$ cat config.mk
export PLATFORM = sky130hd
export DESIGN_NAME = uart_frame_ctrl
export DESIGN_NICKNAME = d
export VERILOG_FILES = /design/src/rtl/uart_ctrl_pkg.sv /design/src/rtl/uart_gap_timer.sv /design/src/rtl/uart_frame_ctrl.sv
export SDC_FILE = /design/constraint.sdc
export NUM_CORES = 1
export LEC_CHECK = 0
export CAP_MARGIN = 20
export CORE_UTILIZATION = 53
export CTS_CLUSTER_SIZE = 25
export DETAILED_ROUTE_END_ITERATION = 8
export HOLD_SLACK_MARGIN = 0.08
export PLACE_DENSITY = 0.86
export REMOVE_ABC_BUFFERS = 1
export SYNTH_ARGS = -nofsm -noshare
export SYNTH_HDL_FRONTEND = slang
export SYNTH_HIERARCHICAL = 1
export SYNTH_SLANG_ARGS = --single-unit
$ cat constraint.sdc
create_clock -name clk -period 2.7 [get_ports clk]
set_input_delay 0.675 -clock clk [delete_from_list [all_inputs] [get_ports clk]]
set_output_delay 0.675 -clock clk [all_outputs]
set_load 0.02 [all_outputs]
$ cat src/rtl/uart_ctrl_pkg.sv
// Shared constants for the UART frame controller:
// state encoding, error codes, header bytes and baud table.
package uart_ctrl_pkg;

  localparam logic [2:0] ST_IDLE    = 3'd0;
  localparam logic [2:0] ST_SYNC    = 3'd1;
  localparam logic [2:0] ST_PAYLOAD = 3'd2;
  localparam logic [2:0] ST_CSUM    = 3'd3;
  localparam logic [2:0] ST_HOLD    = 3'd4;

  localparam logic [1:0] ERR_NONE = 2'd0;
  localparam logic [1:0] ERR_CSUM = 2'd1;
  localparam logic [1:0] ERR_TMO  = 2'd2;
  localparam logic [1:0] ERR_OVR  = 2'd3;

  localparam logic [7:0] HDR0 = 8'hAA;
  localparam logic [7:0] HDR1 = 8'h55;

  // Cycles per bit for a baud selector, truncated.
  function automatic logic [15:0] baud_bits(
    input logic [1:0]  sel,
    input int unsigned clk_hz
  );
    int unsigned rate;
    case (sel)
      2'd0:    rate = 9600;
      2'd1:    rate = 57600;
      2'd2:    rate = 115200;
      default: rate = 921600;
    endcase
    return 16'(clk_hz / rate);
  endfunction

endpackage

$ cat src/rtl/uart_gap_timer.sv
// Inter-byte gap counter: clears on a byte, counts while
// enabled, pulses tmo on the edge it reaches LIMIT.
module uart_gap_timer #(
  parameter int unsigned LIMIT = 5000000
) (
  input  logic clk,
  input  logic rst,
  input  logic clr,
  input  logic en,
  output logic tmo
);

  localparam logic [23:0] LIM = 24'(LIMIT);

  logic [23:0] cnt;

  // Saturating up-counter, held at zero when disabled.
  always_ff @(posedge clk or posedge rst) begin
    if (rst) begin
      cnt <= '0;
    end else if (clr || !en) begin
      cnt <= '0;
    end else if (cnt != LIM) begin
      cnt <= cnt + 24'd1;
    end
  end

  // A byte in the same cycle wins over the timeout.
  assign tmo = en & ~clr & (cnt == LIM - 24'd1);

endmodule

$ cat src/rtl/uart_frame_ctrl.sv
// Frame-level UART controller: baud setup, header sync,
// pixel payload write-out, checksum and frame hand-off.
module uart_frame_ctrl
  import uart_ctrl_pkg::*;
#(
  parameter int unsigned CLK_FREQ    = 50000000,
  parameter int unsigned IMG_BYTES   = 784,
  parameter int unsigned ADDR_W      = 10,
  parameter int unsigned TIMEOUT_CYC = 5000000
) (
  input  logic              clk,
  input  logic              rst,
  input  logic [1:0]        baud_sel,
  output logic [15:0]       bit_clk,
  input  logic              rx_done,
  input  logic [7:0]        rx_data,
  output logic              pix_we,
  output logic [ADDR_W-1:0] pix_addr,
  output logic [7:0]        pix_data,
  output logic              frame_valid,
  input  logic              frame_ack,
  output logic              err,
  output logic [1:0]        err_code,
  output logic              busy
);

  localparam logic [ADDR_W-1:0] LAST =
    ADDR_W'(IMG_BYTES - 1);
  localparam logic [15:0] BIT_RST =
    baud_bits(2'd2, CLK_FREQ);

  logic [2:0]        state;
  logic              rx_prev;
  logic [ADDR_W-1:0] count;
  logic [7:0]        csum;
  logic              byte_ev;
  logic              gap_en;
  logic              tmo;

  assign byte_ev = rx_done & ~rx_prev;
  assign gap_en  = (state == ST_SYNC)
                 | (state == ST_PAYLOAD)
                 | (state == ST_CSUM);
  assign busy        = gap_en;
  assign frame_valid = (state == ST_HOLD);

  uart_gap_timer #(
    .LIMIT (TIMEOUT_CYC)
  ) u_gap (
    .clk (clk),
    .rst (rst),
    .clr (byte_ev),
    .en  (gap_en),
    .tmo (tmo)
  );

  // Frame FSM with pixel write-out, checksum and error flags.
  always_ff @(posedge clk or posedge rst) begin
    if (rst) begin
      state    <= ST_IDLE;
      rx_prev  <= 1'b0;
      count    <= '0;
      csum     <= '0;
      bit_clk  <= BIT_RST;
      pix_we   <= 1'b0;
      pix_addr <= '0;
      pix_data <= '0;
      err      <= 1'b0;
      err_code <= ERR_NONE;
    end else begin
      rx_prev <= rx_done;
      pix_we  <= 1'b0;
      err     <= 1'b0;
      if (state == ST_IDLE) begin
        bit_clk <= baud_bits(baud_sel, CLK_FREQ);
      end
      if (tmo) begin
        state    <= ST_IDLE;
        err      <= 1'b1;
        err_code <= ERR_TMO;
      end else begin
        case (state)
          ST_IDLE: begin
            if (byte_ev && rx_data == HDR0) begin
              state <= ST_SYNC;
            end
          end
          ST_SYNC: begin
            if (byte_ev) begin
              if (rx_data == HDR1) begin
                state <= ST_PAYLOAD;
                count <= '0;
                csum  <= '0;
              end else if (rx_data != HDR0) begin
                state <= ST_IDLE;
              end
            end
          end
          ST_PAYLOAD: begin
            if (byte_ev) begin
              pix_we   <= 1'b1;
              pix_addr <= count;
              pix_data <= rx_data;
              csum     <= csum + rx_data;
              if (count == LAST) begin
                state <= ST_CSUM;
              end else begin
                count <= count + 1'b1;
              end
            end
          end
          ST_CSUM: begin
            if (byte_ev) begin
              if (rx_data == csum) begin
                state <= ST_HOLD;
              end else begin
                state    <= ST_IDLE;
                err      <= 1'b1;
                err_code <= ERR_CSUM;
              end
            end
          end
          ST_HOLD: begin
            if (frame_ack) begin
              if (byte_ev && rx_data == HDR0) begin
                state <= ST_SYNC;
              end else begin
                state <= ST_IDLE;
              end
            end else if (byte_ev) begin
              err      <= 1'b1;
              err_code <= ERR_OVR;
            end
          end
          default: state <= ST_IDLE;
        endcase
      end
    end
  end

endmodule

Word level (Yosys, flattened, before mapping)
Index checks and enable logic that the tools add are counted.

operators by class
  divide/modulo/power cells = 1
  bitwise gates (word level) = 8
  reduce and logical (&&, ||, !) cells = 13
  add/subtract/negate cells = 3
  multiplexer cells = 39
  equality and inequality tests = 27

operators with widths
  kind                                                                      number
  20-bit case mux with 3 select lines                                       1
  24-bit two-way mux                                                        2
  10-bit two-way mux                                                        4
  26-bit by 32-bit divider with 32-bit output (first input constant)        1
  32-bit two-way mux                                                        1
  3-bit two-way mux                                                         10
  24-bit by 1-bit adder with 24-bit output (second input constant)          1
  24-bit by 23-bit equality test with 1-bit output (second input constant)  1
  8-bit two-way mux                                                         3
  24-bit by 23-bit != test with 1-bit output (second input constant)        1
  10-bit case mux with 2 select lines                                       1
  8-bit case mux with 2 select lines                                        1
  3-bit case mux with 5 select lines                                        1
  3-bit != test (second input constant)                                     4
  10-bit by 1-bit adder with 10-bit output (second input constant)          1
  10-bit equality test (second input constant)                              1
  2-bit two-way mux                                                         5
  5-bit AND reduction                                                       2
  3-bit by 2-bit != test with 1-bit output (second input constant)          3
  8-bit adder                                                               1
  8-bit by 7-bit equality test with 1-bit output (second input constant)    1
  8-bit equality test                                                       1
  8-bit equality test (second input constant)                               1
  1-bit two-way mux                                                         8
  other kinds (25)                                                          35

storage, ports and cells
  input port bits = 14
  output and inout bits = 40
  logic and storage cells = 102
  register bits after elaboration = 84

Logic depth before layout (Yosys ltp)
  word-level depth = 7
  gate-level depth with buffers = 46
  mapped depth without buffers = 44

Modules after synthesis
The synthesis kept the hierarchy.

modules (own cells, without submodules)
  module           area an instance (µm²)  times used  cells an instance
  uart_frame_ctrl  4493.1                  1           563
  uart_gap_timer   1400.1                  1           151

Worst setup path after synthesis
Ideal clock, no wire load.

  kind = input to register
  start = input baud_sel[0]
  end = register bit_clk[0]
  setup slack = -6748 ps
  path buffers = 3
  cell stages on the path = 42
  library setup time = 132 ps
  data required time = 2568 ps
  data arrival time = 9316 ps
  cells stage by stage = ha_1 -> inv_2 -> clkbuf_1 -> ha_1 -> nor2b_2 -> buf_2 -> and3_1 -> ha_1 -> and2_1 -> a41oi_1 -> or2_1 -> o21ai_0 -> ha_1 -> a41oi_1 -> o221ai_2 -> a21oi_1 -> nor2_1 -> o21a_1 -> [... 6 more ...] -> a2111oi_0 -> a31oi_1 -> or2_2 -> o21ai_0 -> inv_1 -> ha_1 -> nand2_1 -> a21oi_1 -> nor4_2 -> a32oi_1 -> buf_4 -> nand3b_1 -> a32o_1 -> a211oi_2 -> mux2_4 -> o2111a_1 -> o32ai_2 -> o31ai_2

between the ends
  word-level cells in the longest chain between the ends = 4
  elaborated cells on any way between the ends = 6

RTL lines
  what                                               RTL line               text
  start: declaration                                 uart_frame_ctrl.sv:13  input logic [1:0] baud_sel,
  2-bit equality test, or another cell as far along  uart_ctrl_pkg.sv:25    case (sel)
  20-bit case mux with 3 select lines *              uart_ctrl_pkg.sv:25
  32-bit two-way mux *                               uart_frame_ctrl.sv:74  if (state == ST_IDLE) begin
  26-bit by 32-bit divider with 32-bit output *      uart_ctrl_pkg.sv:31    return 16'(clk_hz / rate);
  end signal: assignment                             uart_frame_ctrl.sv:75  bit_clk <= baud_bits(baud_sel, CLK_FREQ);
  end: declaration                                   uart_frame_ctrl.sv:14  output logic [15:0] bit_clk,

Every way passes the cells marked *; elsewhere a longest branch is shown, timed or not. The select of a mux whose other input is x is not followed.
A chain may end at the register's enable or synchronous reset.

Worst setup path in the final report
  start = input baud_sel[1]
  end = register bit_clk[0]

The elaborated chain is that of the path after synthesis.

==> run_results.csv <==
group,metric,value,unit
power,p_per_area,649,mW/mm^2
power,power_frac_seq,33.2,%
clock_tree,cts_root_buffer,"clkbuf_8",
synth,yosys.cell_types.count,89,
power,p_clk_share,18.8,%
route,final_antenna_net_count,0,
grt,antenna_found_initial,0,
timing,final_max_slew_viol_count,0,
layout,instances_no_fill,1040,
timing,final.setup.tns,-19.53,ns
timing,rsz0062_at_grt,"yes",
placement,postPlaceCellArea,0.00743,sq mm
route,vias,6372,
power,power_frac_comb,48.0,%
layout,drive_gt1_share,27.4,%
timing,fmax,129,MHz
clock_tree,cts_tree,"done",
timing,setup_viol,5,
floorplanning,io_pins,54,
synth,postSynthAreaPerCell,8.25,sq um
clock_tree,clkSinkCount,82,
synth,ys.flop_type,"dfrtp_1",
placement,port_buffers,53,
placement,dp.cells,1000,
outcome,violations,"setup timing",
timing,min_period_over_period,287,%
worst_hold_path,min_path_type,"register to register",
clock_tree,clk_latency,0.36,ns
route,drt_iter0_drc,525,
synth,seq_area_frac_synth,34.9,%
power,peakVddDrop,0.582,mV
route,wl,19.2,mm
layout,final_area,0.00827,sq mm
synth,yosys-top-cells-count,"133 x nand2_1, 77 x dfrtp_1, 56 x o21ai_0",
synth,synth_top_area_share,32.7,%
grt,track_usage,33.5,%
clock_tree,cts_buffers,9,
floorplanning,die_area,0.0115,sq mm
clock_tree,htreeDepth,3,
timing,tightest_slew,0.548,ns
power,power_switching_share,38.3,%
synth,syn-cell-area,0.00589,sq mm
setup_path,cp-end-kind,"register",
setup_path,slowest_stage,"mux2_4",
synth,synth_seq_cells,82,
power,intPower,3310,uW
synth,synth_edf_count,0,
floorplanning,rows,38,
timing,timing.slew.headroom,63.4,%
setup_path,cpPeakStageDelay,0.34,ns
synth,async_flop_share,100,%
setup_path,critPathKind,"input port to register",
timing,worst_slack,-5.05,ns
route,dr.pass1.iters,5,
flow_run,cap_violations,0,
power,p_leak,0.00367,uW
clock_tree,hold_buffers,0,
outcome,run_status,"finished with violations",
setup_path,path_common_cell,"ha_4",
placement,routabilityCongestion,0.942,
grt,grt_pass1_vias,6392,
layout,area_growth,40.4,%
synth,synth_top_area_cell,"dfrtp_1",
synth,synthCells,714,
layout,fin_nets,943,
timing,hold_viol,0,
floorplanning,chipHeight,107,microns
power,p_sw,2060,uW
clock_tree,clockBufferDepth,2,
grt,grt_overflow,0,
synth,ys_top_cells_by_area,"dfrtp_1 33%, nand2_1 8.5%, ha_1 7.0%, o21ai_0 4.8%, nor2_1 3.4%",
timing,fin_skew,0.0119,ns
synth,synth.most_common_cell,"nand2_1",
route,drc,0,
clock_tree,path_clk_slew,0.08,ns
placement,hpwlAfterDp,13.0,mm
grt,grt_pass1_wl,30.7,mm
timing,worst_hold_slack,0.483,ns
floorplanning,initial_core_util,54.4,%
setup_path,cp-start-kind,"input port",
route,routed_via_density,6.13,
grt,grt_max_degree,59,
route,wl_per_cell,18.4,microns
timing,final.min_clock_period,7.75,ns
layout,diodes,0,
power,totalPowerFinal,5370,uW
setup_path,crit_fanout,4,
floorplanning,core,0.0108,sq mm
setup_path,arrival,7.98,ns
synth,yosys_warnings,6,
floorplanning,die_x,107,microns
setup_path,cp_data_required_time,2.94,ns
==> cell usage in the layout (no fill, tap or decap), types with 4 or more instances in the layout <==
cell / count
mux2i_1: 4
or4_1: 9
a21o_1: 6
o21ai_4: 4
nor3_1: 10
inv_1: 19
a21oi_1: 35
and2_1: 9
o21ai_0: 48
and4_1: 5
inv_2: 5
nand2_1: 130
o31ai_1: 7
o21a_1: 8
nand2b_1: 18
xnor2_1: 9
a31oi_1: 5
nor2b_1: 5
dfrtp_1: 77
buf_4: 144
o211ai_1: 8
clkdlybuf4s50_1: 51
nand3_1: 13
and3_1: 5
nor2_1: 51
xor2_1: 7
buf_6: 7
dfstp_2: 5
nor4_1: 7
clkbuf_8: 10
ha_1: 23
o21ai_2: 4
or3_1: 4
ha_4: 9
nand4_1: 16
==> kinds of logic after synthesis <==
kind of cell | share of synthesized area [%]
buffers and inverters | 4.52
flip-flops | 34.9
AO/OA/AOI/OAI | 22.6
AND/OR/NAND/NOR | 27.3
other | 0.0636
XOR/XNOR | 2.38
adder cells (fa/ha/maj) | 7.35
multiplexers | 0.934
==> registers in the layout (all words and copies together) (netlist names) <==
| register | flops |
|---|---|
| bit_clk | 14 |
| count | 10 |
| csum | 8 |
| err | 1 |
| err_code | 2 |
| pix_addr | 10 |
| pix_data | 8 |
| pix_we | 1 |
| rx_prev | 1 |
| state | 3 |
| u_gap/cnt | 24 |
==> critical path: cells and delay by family <==
kind,cells,cell delay [ns]
buf+inv,8,0.92
mux,1,0.34
fa+ha+maj,6,1.24
compound gates,19,3.10
simple gates,12,1.69
==> routing by layer <==
layer  track usage, %  share of wire, %  wire (microns)  vias up
li1                 -                 -               -     2930
met1             41.5                40            7720     3102
met2             58.9                51            9840      278
met3             4.60               5.1             987       62
met4             13.2               3.2             622        0
met5                0                 0               0        -
==> worst paths after layout <==
kind                              startpoint           to  slack (ns)  depth (start not counted)
worst max-delay path             baud_sel[1]   bit_clk[0]       -5.05                         46
worst min-delay path             pix_addr[7]  pix_addr[7]        0.48                          2
worst max register to register  u_gap/cnt[0]     count[6]        0.19                         11
worst min register to register   pix_addr[7]  pix_addr[7]        0.48                          2
max in group asynchronous                rst   bit_clk[7]        1.65                          3
min in group asynchronous                rst      csum[3]        0.71                          3
==> power groups by stage <==
stage | registers (uW) | logic [uW] | clock network (uW)
2_1_floorplan | 1980 | 1040 | 0
3_3_place_gp | 1770 | 2240 | 0
3_5_place_dp | 1800 | 2340 | 0
4_1_cts | 1780 | 2450 | 1020
5_1_grt | 1820 | 2770 | 1080
6_report | 1780 | 2580 | 1010
==> timing repair <==
item | in CTS | in global routing
pin swaps | 35 | 30
endpoints found under the hold margin | 0 | 0
buffers inserted | 16 | 10
endpoints found under the setup margin | 5 | 7
gates resized for setup | 65 | 36
==> layout make-up <==
cell class	count	area, sq um
clock buffers	11	141
clock inverters	5	85.1
fillers	698	2570
inverters	28	114
multi-input cells	568	3960
flip-flops and latches	82	2060
well taps	140	175
repair buffers	206	1750
==> metrics by stage <==
stage	utilization, %	setup slack (ns)
finish	76.3	-5.05
global route	76.3	-5.41
CTS	73.7	-4.97
detailed placement	68.5	-6.32
global placement	68.5	-5.88
floorplan	-	-6.67
(Power assumes the default switching activity.)
